### src/rtl/fft_peak_reader.sv
// Sweeps the FFT result memory over bins MIN_BIN..N/2-1 after done and reports the strongest bin.
// Optional macro FFT_PEAK_SQMAG_EN selects the re^2+im^2 metric (one extra pipeline stage).
module fft_peak_reader #(
  parameter int bit_width = 16,
  parameter int N         = 512,
  parameter int M         = $clog2(N),
  parameter int MIN_BIN   = 1
) (
  input  logic                   clk,
  input  logic                   reset,
  input  logic                   done,
  input  logic [bit_width-1:0]   rd_data_re,
  input  logic [bit_width-1:0]   rd_data_im,
  output logic [M-1:0]           rd_adr,
  output logic                   rd_sel,
  output logic                   busy,
  output logic                   peak_valid,
  output logic [M-1:0]           peak_bin,
  output logic [2*bit_width-1:0] peak_mag
);

  localparam int MW = 2 * bit_width;
  localparam logic [M-1:0] FIRST_ADR = M'(MIN_BIN);
  localparam logic [M-1:0] LAST_ADR  = M'(N / 2 - 1);
  localparam logic [M-1:0] ONE_ADR   = {{(M-1){1'b0}}, 1'b1};
`ifdef FFT_PEAK_SQMAG_EN
  localparam logic DRAIN_LAST = 1'b1;
`else
  localparam logic DRAIN_LAST = 1'b0;
`endif

  typedef enum logic [1:0] {
    IDLE   = 2'd0,
    SWEEP  = 2'd1,
    DRAIN  = 2'd2,
    REPORT = 2'd3
  } state_t;

`ifdef FFT_PEAK_SQMAG_EN
  function automatic logic [MW-1:0] sq_f(input logic [bit_width-1:0] v);
    logic signed [MW-1:0] ext;
    ext  = {{bit_width{v[bit_width-1]}}, v};
    sq_f = $unsigned(ext * ext);
  endfunction
`else
  // Extra bit keeps the most negative input representable after negation.
  function automatic logic [bit_width:0] abs_f(input logic [bit_width-1:0] v);
    logic [bit_width:0] ext;
    ext = {v[bit_width-1], v};
    if (v[bit_width-1]) begin
      abs_f = (~ext) + {{bit_width{1'b0}}, 1'b1};
    end else begin
      abs_f = ext;
    end
  endfunction
`endif

  state_t             state_r;
  logic               valid_d_r;
  logic [M-1:0]       adr_d_r;
  logic [MW-1:0]      best_mag_r;
  logic [M-1:0]       best_bin_r;
  logic               drain_cnt_r;
  logic [MW-1:0]      metric_s;
  logic               cmp_valid_s;
  logic [MW-1:0]      cmp_metric_s;
  logic [M-1:0]       cmp_adr_s;
  logic [MW-1:0]      nxt_mag_s;
  logic [M-1:0]       nxt_bin_s;
  logic               drain_done_s;
`ifdef FFT_PEAK_SQMAG_EN
  logic               sq_valid_r;
  logic [M-1:0]       sq_adr_r;
  logic [MW-1:0]      sq_mag_r;
`else
  logic [bit_width+1:0] l1_s;
`endif

  // Metric of the returned word and strict-greater update of the running best.
  always_comb begin
`ifdef FFT_PEAK_SQMAG_EN
    metric_s     = sq_f(rd_data_re) + sq_f(rd_data_im);
    cmp_valid_s  = sq_valid_r;
    cmp_metric_s = sq_mag_r;
    cmp_adr_s    = sq_adr_r;
`else
    l1_s         = {1'b0, abs_f(rd_data_re)} + {1'b0, abs_f(rd_data_im)};
    metric_s     = {{(MW-bit_width-2){1'b0}}, l1_s};
    cmp_valid_s  = valid_d_r;
    cmp_metric_s = metric_s;
    cmp_adr_s    = adr_d_r;
`endif
    if (cmp_valid_s && (cmp_metric_s > best_mag_r)) begin
      nxt_mag_s = cmp_metric_s;
      nxt_bin_s = cmp_adr_s;
    end else begin
      nxt_mag_s = best_mag_r;
      nxt_bin_s = best_bin_r;
    end
    drain_done_s = (drain_cnt_r == DRAIN_LAST);
  end

  // Align the issued address with the data returned one cycle later.
  always_ff @(posedge clk) begin
    if (!reset) begin
      valid_d_r  <= 1'b0;
      adr_d_r    <= '0;
`ifdef FFT_PEAK_SQMAG_EN
      sq_valid_r <= 1'b0;
      sq_adr_r   <= '0;
      sq_mag_r   <= '0;
`endif
    end else begin
      valid_d_r  <= (state_r == SWEEP);
      adr_d_r    <= rd_adr;
`ifdef FFT_PEAK_SQMAG_EN
      sq_valid_r <= valid_d_r;
      sq_adr_r   <= adr_d_r;
      sq_mag_r   <= metric_s;
`endif
    end
  end

  // Sweep controller with registered memory-port and result outputs.
  always_ff @(posedge clk) begin
    if (!reset) begin
      state_r     <= IDLE;
      rd_adr      <= '0;
      rd_sel      <= 1'b0;
      busy        <= 1'b0;
      peak_valid  <= 1'b0;
      peak_bin    <= '0;
      peak_mag    <= '0;
      best_mag_r  <= '0;
      best_bin_r  <= '0;
      drain_cnt_r <= 1'b0;
    end else begin
      peak_valid <= 1'b0;
      case (state_r)
        IDLE: begin
          if (done) begin
            state_r     <= SWEEP;
            rd_adr      <= FIRST_ADR;
            rd_sel      <= 1'b1;
            busy        <= 1'b1;
            best_mag_r  <= '0;
            best_bin_r  <= FIRST_ADR;
            drain_cnt_r <= 1'b0;
          end
        end
        SWEEP: begin
          best_mag_r <= nxt_mag_s;
          best_bin_r <= nxt_bin_s;
          if (rd_adr == LAST_ADR) begin
            state_r     <= DRAIN;
            drain_cnt_r <= 1'b0;
          end else begin
            rd_adr <= rd_adr + ONE_ADR;
          end
        end
        DRAIN: begin
          best_mag_r <= nxt_mag_s;
          best_bin_r <= nxt_bin_s;
          if (drain_done_s) begin
            // The last compare result goes straight to the outputs.
            state_r    <= REPORT;
            rd_sel     <= 1'b0;
            busy       <= 1'b0;
            peak_valid <= 1'b1;
            peak_bin   <= nxt_bin_s;
            peak_mag   <= nxt_mag_s;
          end else begin
            drain_cnt_r <= drain_cnt_r + 1'b1;
          end
        end
        REPORT: begin
          state_r <= IDLE;
        end
        default: begin
          state_r <= IDLE;
          rd_sel  <= 1'b0;
          busy    <= 1'b0;
        end
      endcase
    end
  end

endmodule

### config.mk
export PLATFORM = sky130hd
export DESIGN_NAME = fft_peak_reader
export DESIGN_NICKNAME = d
export VERILOG_FILES = /design/src/rtl/fft_peak_reader.sv
export SDC_FILE = /design/constraint.sdc
export NUM_CORES = 1
export LEC_CHECK = 0
export BUFFER_PORTS_ARGS = -buffer_cell sky130_fd_sc_hd__clkbuf_2
export CELL_PAD_IN_SITES_DETAIL_PLACEMENT = 2
export CELL_PAD_IN_SITES_GLOBAL_PLACEMENT = 2
export CORE_UTILIZATION = 37
export CTS_CLUSTER_DIAMETER = 200
export DETAILED_ROUTE_END_ITERATION = 12
export GPL_TIMING_DRIVEN = 0
export MAX_ROUTING_LAYER = met4
export PLACE_DENSITY_LB_ADDON = 0.08
export RECOVER_POWER = 100
export SLEW_MARGIN = 30
export SYNTH_ARGS = -nofsm -noshare
export SYNTH_HDL_FRONTEND = slang
export SYNTH_SLANG_ARGS = --single-unit
### constraint.sdc
create_clock -name clk -period 9.2 [get_ports clk]
set_input_delay 0.46 -clock clk [delete_from_list [all_inputs] [get_ports clk]]
set_output_delay 0.46 -clock clk [all_outputs]
set_load 0.01 [all_outputs]
==> flow_summary.yaml, run 1 <==
run_status:
  outcome: "completed"
sta:
  rsz0062_at_grt: "false"
  relSlewSlack_pct: 34.6
  period_minus_slack_ns: 6.83
  worst_pin_slew_ns: 0.973
  setup_viol: 0
  hold_slack_ns: 0.476
  hold_violations: 0
  fin_setup_tns_ns: 0
  finClkSkew_ns: 0.0103
  period_share_pct: 74.2
  final_max_slew_viol_count: 0
  fmax_ghz: 0.146
placed_design:
  place_hpwl_mm: 15.1
  dpl_cell_area_mm2: 0.00655
  gp_congestion: 0.830
  portBuffers: 86
  placedCellCount: 979
global_routing:
  grt_pass1_vias: 6001
  overflow: 0
  antenna_found_initial: 0
  grt_max_degree: 20
  track_usage_pct: 26.0
  grt_pass1_wl_mm: 32.0
final_layout:
  fin_nets: 857
  layout_commonest_cell: "dfxtp_1"
  layout-drive-gt1-share_pct: 7.02
  final_area_mm2: 0.00676
  fillers: 1780
  instances_no_fill: 995
  multi_input_area_mm2: 0.00343
  register_area_mm2: 0.00210
  antenna_cells: 0
  final_cell_mix: "dfxtp_1 (105), clkbuf_1 (90), nor2_1 (53), nand2_1 (46), ha_1 (42)"
  synthToLayoutAreaGrowth_pct: 15.5
synth:
  syn_area_per_cell_um2: 8.60
  yosysTopAreaCell: "dfxtp_1"
  synthAdderAreaFrac_pct: 9.32
  yosys_most_used_dff: "dfxtp_1"
  yosys.area_share.simple_pct: 17.7
  netlist_instances: 681
  yosysUniqueCellTypes: 58
  synth_area_mm2: 0.00586
  netlist_top_cells_area: "dfxtp_1 (36%), ha_1 (9.0%), xnor2_1 (5.2%)"
  synth_top_family_by_area: "compound AO/OA/AOI/OAI gates"
  synth_compound_area_share_pct: 20.5
  ys_warn_count: 0
  yosysTopAreaCellShare_pct: 35.9
  synth_seq_cells: 105
  yosysSeqAreaShare_pct: 35.9
  synth_xor_xnor_area_share_pct: 6.28
  synth_enable_flop_cells: 0
  muxShareOfSynthArea_pct: 4.81
  async_flop_share_pct: 0
floorplanning:
  die_w_um: 128
  ios: 88
  die-area_mm2: 0.0163
  rows: 45
  coreArea_mm2: 0.0153
  die_y_um: 128
  start_util_pct: 38.2
cts:
  cts_tree: "yes"
  cts_resized: 0
  cts_hold_buf: 0
  clockBufferDepth: 2
  cts_made_buffers: 9
  numClockSinks: 105
  cts.htree.levels: 3
  clock_tree.root_cell: "clkbuf_16"
  clock_latency_ns: 0.36
  post_cts_buffers: 0
  cts.clk_slew.worst_paths_ns: 0.07
power:
  p_leak_nw: 2.53
  ir_worst_vdd_uv: 82.6
  powerDensity_mw_per_mm2: 243
route:
  post_drt_wl_per_cell_um: 20.1
  drc: 0
  via_count: 5483
  drt_wl_total_mm: 20.0
  ant_nets: 0
  firstDrtPassIters: 4
  vias_per_cell: 5.51
  drt-initial-drc-count: 161
hold_path:
  hold_end: "best_bin_r[0]"
  min_from: "best_bin_r[0]"
  min_path_cells: 2
  hold_path.class: "reg2reg"
critical_path:
  path_common_cell: "clkbuf_1"
  slowest_stage: "o31ai_1"
  path_max_fanout: 10
  rr_endpoint: "best_mag_r[0]"
  worst_ep_arrival_time_ns: 7.13
  endpoint_kind: "register"
  r2r-start: "best_mag_r[11]"
  reg2reg_slack_ns: 5.31
  startpoint: "rd_data_im[2]"
  cp_slowest_stage_delay_ns: 0.83
  cp.required_ns: 9.50
  r2r_cells: 10
  critPathKind: "in2reg"
  crit_chain: "clkbuf_1 > or3_1 > nor3_1 > nand3_1 > or2_2 > o21ai_0 > xnor2_1 > ha_1 > clkbuf_1 > a2111o_1 > a31oi_1 > o31ai_1 > a21oi_1 > xnor2_1 > ha_1 > nand4_1 > a21oi_1 > a2111o_1 > o311a_1 > o31ai_1 > and2_0 > clkbuf_1 > a22o_1"
  start_kind: "primary input"
run:
  maxCapViolCount: 0
## per-layer routing
| layer | up-vias | global-route usage (%) | wire, µm |
|---|---|---|---|
| met4 | 0 | 10.9 | 718 |
| met1 | 2684 | 27.9 | 8290 |
| met5 | - | - | 0 |
| met3 | 43 | 3.34 | 599 |
| met2 | 107 | 47.8 | 10400 |
| li1 | 2649 | - | - |
## worst max-delay path by stage
stage                    endpoint  cells after the start
floorplan            peak_mag[15]                     22
global placement    best_mag_r[5]                     23
detailed placement  best_mag_r[2]                     23
CTS                 best_mag_r[2]                     23
global route        best_bin_r[1]                     23
finish              best_mag_r[0]                     23
## power by group
part,switching (mW),internal (mW),leakage (nW),total (mW)
Clock,0.194,0.217,0.151,0.411
Sequential,0.0355,0.508,0.849,0.544
Combinational,0.467,0.221,1.53,0.689
Total,0.697,0.947,2.53,1.64
## area by class of cell
| cell class | count | share of cell area, % |
|---|---|---|
| Buffer | 38 | 2.20 |
| Clock buffer | 9 | 3.33 |
| Clock inverter | 7 | 1.29 |
| Inverter | 39 | 2.16 |
| Multi-Input combinational cell | 500 | 50.7 |
| Sequential cell | 105 | 31.1 |
| Tap cell | 211 | 3.90 |
| Timing Repair Buffer | 86 | 5.35 |
## synthesized netlist by cell type (9+ instances only)
cell type,number
a211oi_1,19
a21oi_1,41
a22o_1,20
a31oi_1,10
and2_1,12
and3_1,17
clkbuf_1,26
dfxtp_1,105
ha_1,42
inv_1,39
mux2i_1,27
nand2_1,46
nand3_1,18
nand4_1,9
nor2_1,53
nor3_1,19
o21ai_0,33
o31ai_1,14
xnor2_1,35
## registers in the layout (all words and copies together), names as in the netlist
register / count
best_mag_r: 32
peak_mag: 32
adr_d_r: 9
best_bin_r: 9
peak_bin: 9
rd_adr: 9
state_r: 2
busy: 1
cmp_valid_s: 1
peak_valid: 1
## critical path: cells and delay by family
family / cells / cell delay (ns)
compound gates: 10 / 3.23
xor+xnor: 2 / 0.38
fa+ha+maj: 2 / 0.57
buf+inv: 3 / 0.85
simple gates: 6 / 1.64
## kinds of logic (layout without fill, tap and decap cells)
group,after synthesis,count (layout)
buffers and inverters,77,179
other,1,2
flip-flops,105,105
adder cells (fa/ha/maj),43,43
AO/OA/AOI/OAI,176,176
multiplexers,28,28
XOR/XNOR,42,42
AND/OR/NAND/NOR,209,209
## per-stage QoR
step                      utilization, %  worst slack (ns)  total power [mW]
final                               44.2              2.37              1.64
after global routing                44.2              1.91              1.74
after CTS                           44.8              3.08              1.68
after detailed placement            42.8              2.74              1.26
after global placement              42.8              2.89              1.22
after floorplan                        -              3.85              1.01
Power figures use the tool's default switching activity.
==> run 2, diff against run 1 <==
Settings changed: CORE_UTILIZATION 37 to 35.
Clock period 9.2 ns to 7.1 ns, I/O delays scaled along.
==> run 2 against run 1 <==
Compared with the run above:
- first-iteration DRC count is 50% higher
- register-to-register slack worse by 1.5 ns
- worst setup slack worse by 1.5 ns
- non-clock buffer count stayed put
- highest routed layer unchanged
- final area is 0.43% higher
- combinational power is 29% higher
- die area is 5.6% higher
- final cell count is 0.50% higher
- clock skew is 0.0022 ns lower
- sequential share of layout area is 0.13 points lower
- core utilization is 2.0 points lower
==> flow_summary.yaml, run 2 (synthesized netlist as in run 1, its figures left out) <==
cts:
  numClockSinks: 105
  cts.clk_slew.worst_paths_ns: 0.07
  cts_resized: 0
  clock_tree.root_cell: "clkbuf_16"
  cts_made_buffers: 9
  cts.htree.levels: 3
  clockBufferDepth: 2
  cts_hold_buf: 0
  clock_latency_ns: 0.36
  post_cts_buffers: 0
  cts_tree: "yes"
route:
  vias_per_cell: 5.50
  firstDrtPassIters: 4
  drc: 0
  drt-initial-drc-count: 241
  ant_nets: 0
  post_drt_wl_per_cell_um: 19.7
  via_count: 5498
  drt_wl_total_mm: 19.7
floorplanning:
  die_w_um: 131
  coreArea_mm2: 0.0161
  die_y_um: 131
  ios: 88
  die-area_mm2: 0.0173
  start_util_pct: 36.3
  rows: 46
placed_design:
  gp_congestion: 0.838
  portBuffers: 86
  place_hpwl_mm: 15.4
  pre_cts_slack_ns: 0.772
sta:
  rsz0062_at_grt: "false"
  final_max_slew_viol_count: 0
  setup_viol: 0
  hold_violations: 0
  worst_pin_slew_ns: 0.955
  finClkSkew_ns: 0.00812
  period_minus_slack_ns: 6.26
  relSlewSlack_pct: 35.7
  period_share_pct: 88.1
  fin_setup_tns_ns: 0
  fin_ws_ns: 0.844
  fmax_ghz: 0.160
  hold_slack_ns: 0.453
critical_path:
  worst_ep_arrival_time_ns: 6.55
  path_max_fanout: 10
  r2r_cells: 10
  endpoint_kind: "register"
  start_kind: "primary input"
  critPathKind: "in2reg"
  cp.required_ns: 7.40
power:
  switching_share_pct: 41.6
  p_int_mw: 1.24
  p_total_mw: 2.13
  ir_worst_vdd_uv: 161
  p_leak_nw: 2.54
  powerDensity_mw_per_mm2: 313
  p_sw_mw: 0.885
  p_comb_share_pct: 42.0
  p_clk_share_pct: 24.8
  pwr-share-seq_pct: 33.2
final_layout:
  reg_top3: "best_mag_r x32, peak_mag x32"
  synthToLayoutAreaGrowth_pct: 16.0
  layout_commonest_cell: "dfxtp_1"
  final_cell_mix: "dfxtp_1 (105), clkbuf_1 (85), nor2_1 (53), nand2_1 (46), ha_1 (42)"
  fin_nets: 857
  antenna_cells: 0
  fillers: 1874
  layout-drive-gt1-share_pct: 7.53
  final_util_pct: 42.2
global_routing:
  antenna_found_initial: 0
  grt_pass1_wl_mm: 32.5
  overflow: 0
  grt_max_degree: 19
  grt_pass1_vias: 6097
  track_usage_pct: 24.5
run:
  maxCapViolCount: 0
hold_path:
  min_path_cells: 3
  hold_path.class: "in2reg"
run_status:
  outcome: "completed"
[run 2: cell types whose count changed in the layout (fill, tap and decap cells not counted), sizes merged]
cell      delta
buf          +2
inv          -3
clkinv       +1
clkbuf       -1
clkinvlp     +1
[run 2: critical path, cell delays in order]
cell and delay (ns):
clkbuf_2 0.17, clkbuf_1 0.44, o21ai_0 0.31, ha_1 0.37, a211oi_1 0.38, o21ai_0 0.23
a41oi_1 0.52, o221ai_1 0.33, a2111oi_0 0.49, nand3b_1 0.25, ha_1 0.29, nand4_1 0.18
a21oi_1 0.07, a2111o_1 0.41, o311a_1 0.41, o31ai_4 0.39, and2_1 0.27, clkbuf_1 0.44
a22o_1 0.24
[run 2: power by group through the flow]
stage / registers (mW) / logic [mW] / clock network, mW
final: 0.706 / 0.892 / 0.527
after global placement: 0.715 / 0.868 / 0
after CTS: 0.707 / 0.919 / 0.544
after floorplan: 0.731 / 0.573 / 0
after global routing: 0.714 / 0.996 / 0.561
after detailed placement: 0.719 / 0.910 / 0
[run 2: worst paths after layout]
check | startpoint | to | slack (ns)
worst min register to register | best_bin_r[1] | best_bin_r[1] | 0.49
worst max register to register | best_mag_r[11] | best_mag_r[14] | 3.76
worst min-delay path | rd_data_re[0] | best_mag_r[0] | 0.45
worst max-delay path | rd_data_im[15] | best_mag_r[14] | 0.84
[run 2: area by class of cell]
cell class | count | area [µm²] | share of cell area [%]
Buffer | 38 | 158 | 2.32
Clock buffer | 10 | 239 | 3.52
Clock inverter | 6 | 78.8 | 1.16
Inverter | 39 | 146 | 2.16
Multi-Input combinational cell | 500 | 3430 | 50.6
Sequential cell | 105 | 2100 | 30.9
Tap cell | 216 | 270 | 3.98
Timing Repair Buffer | 86 | 364 | 5.36
[run 2: per-stage QoR]
stage          cells  instance area, µm²
2_1_floorplan    682                5860
3_3_place_gp     984                6560
3_5_place_dp     984                6560
4_1_cts         1000                6880
5_1_grt         1000                6790
6_report        1000                6790
[run 2: routing by layer]
layer / wire length, µm / GRT usage, % / up-vias
met2: 9600 / 41.9 / 95
li1: - / - / 2645
met1: 9000 / 29.2 / 2724
met3: 677 / 4.01 / 34
met5: 0 / - / -
met4: 471 / 8.33 / 0
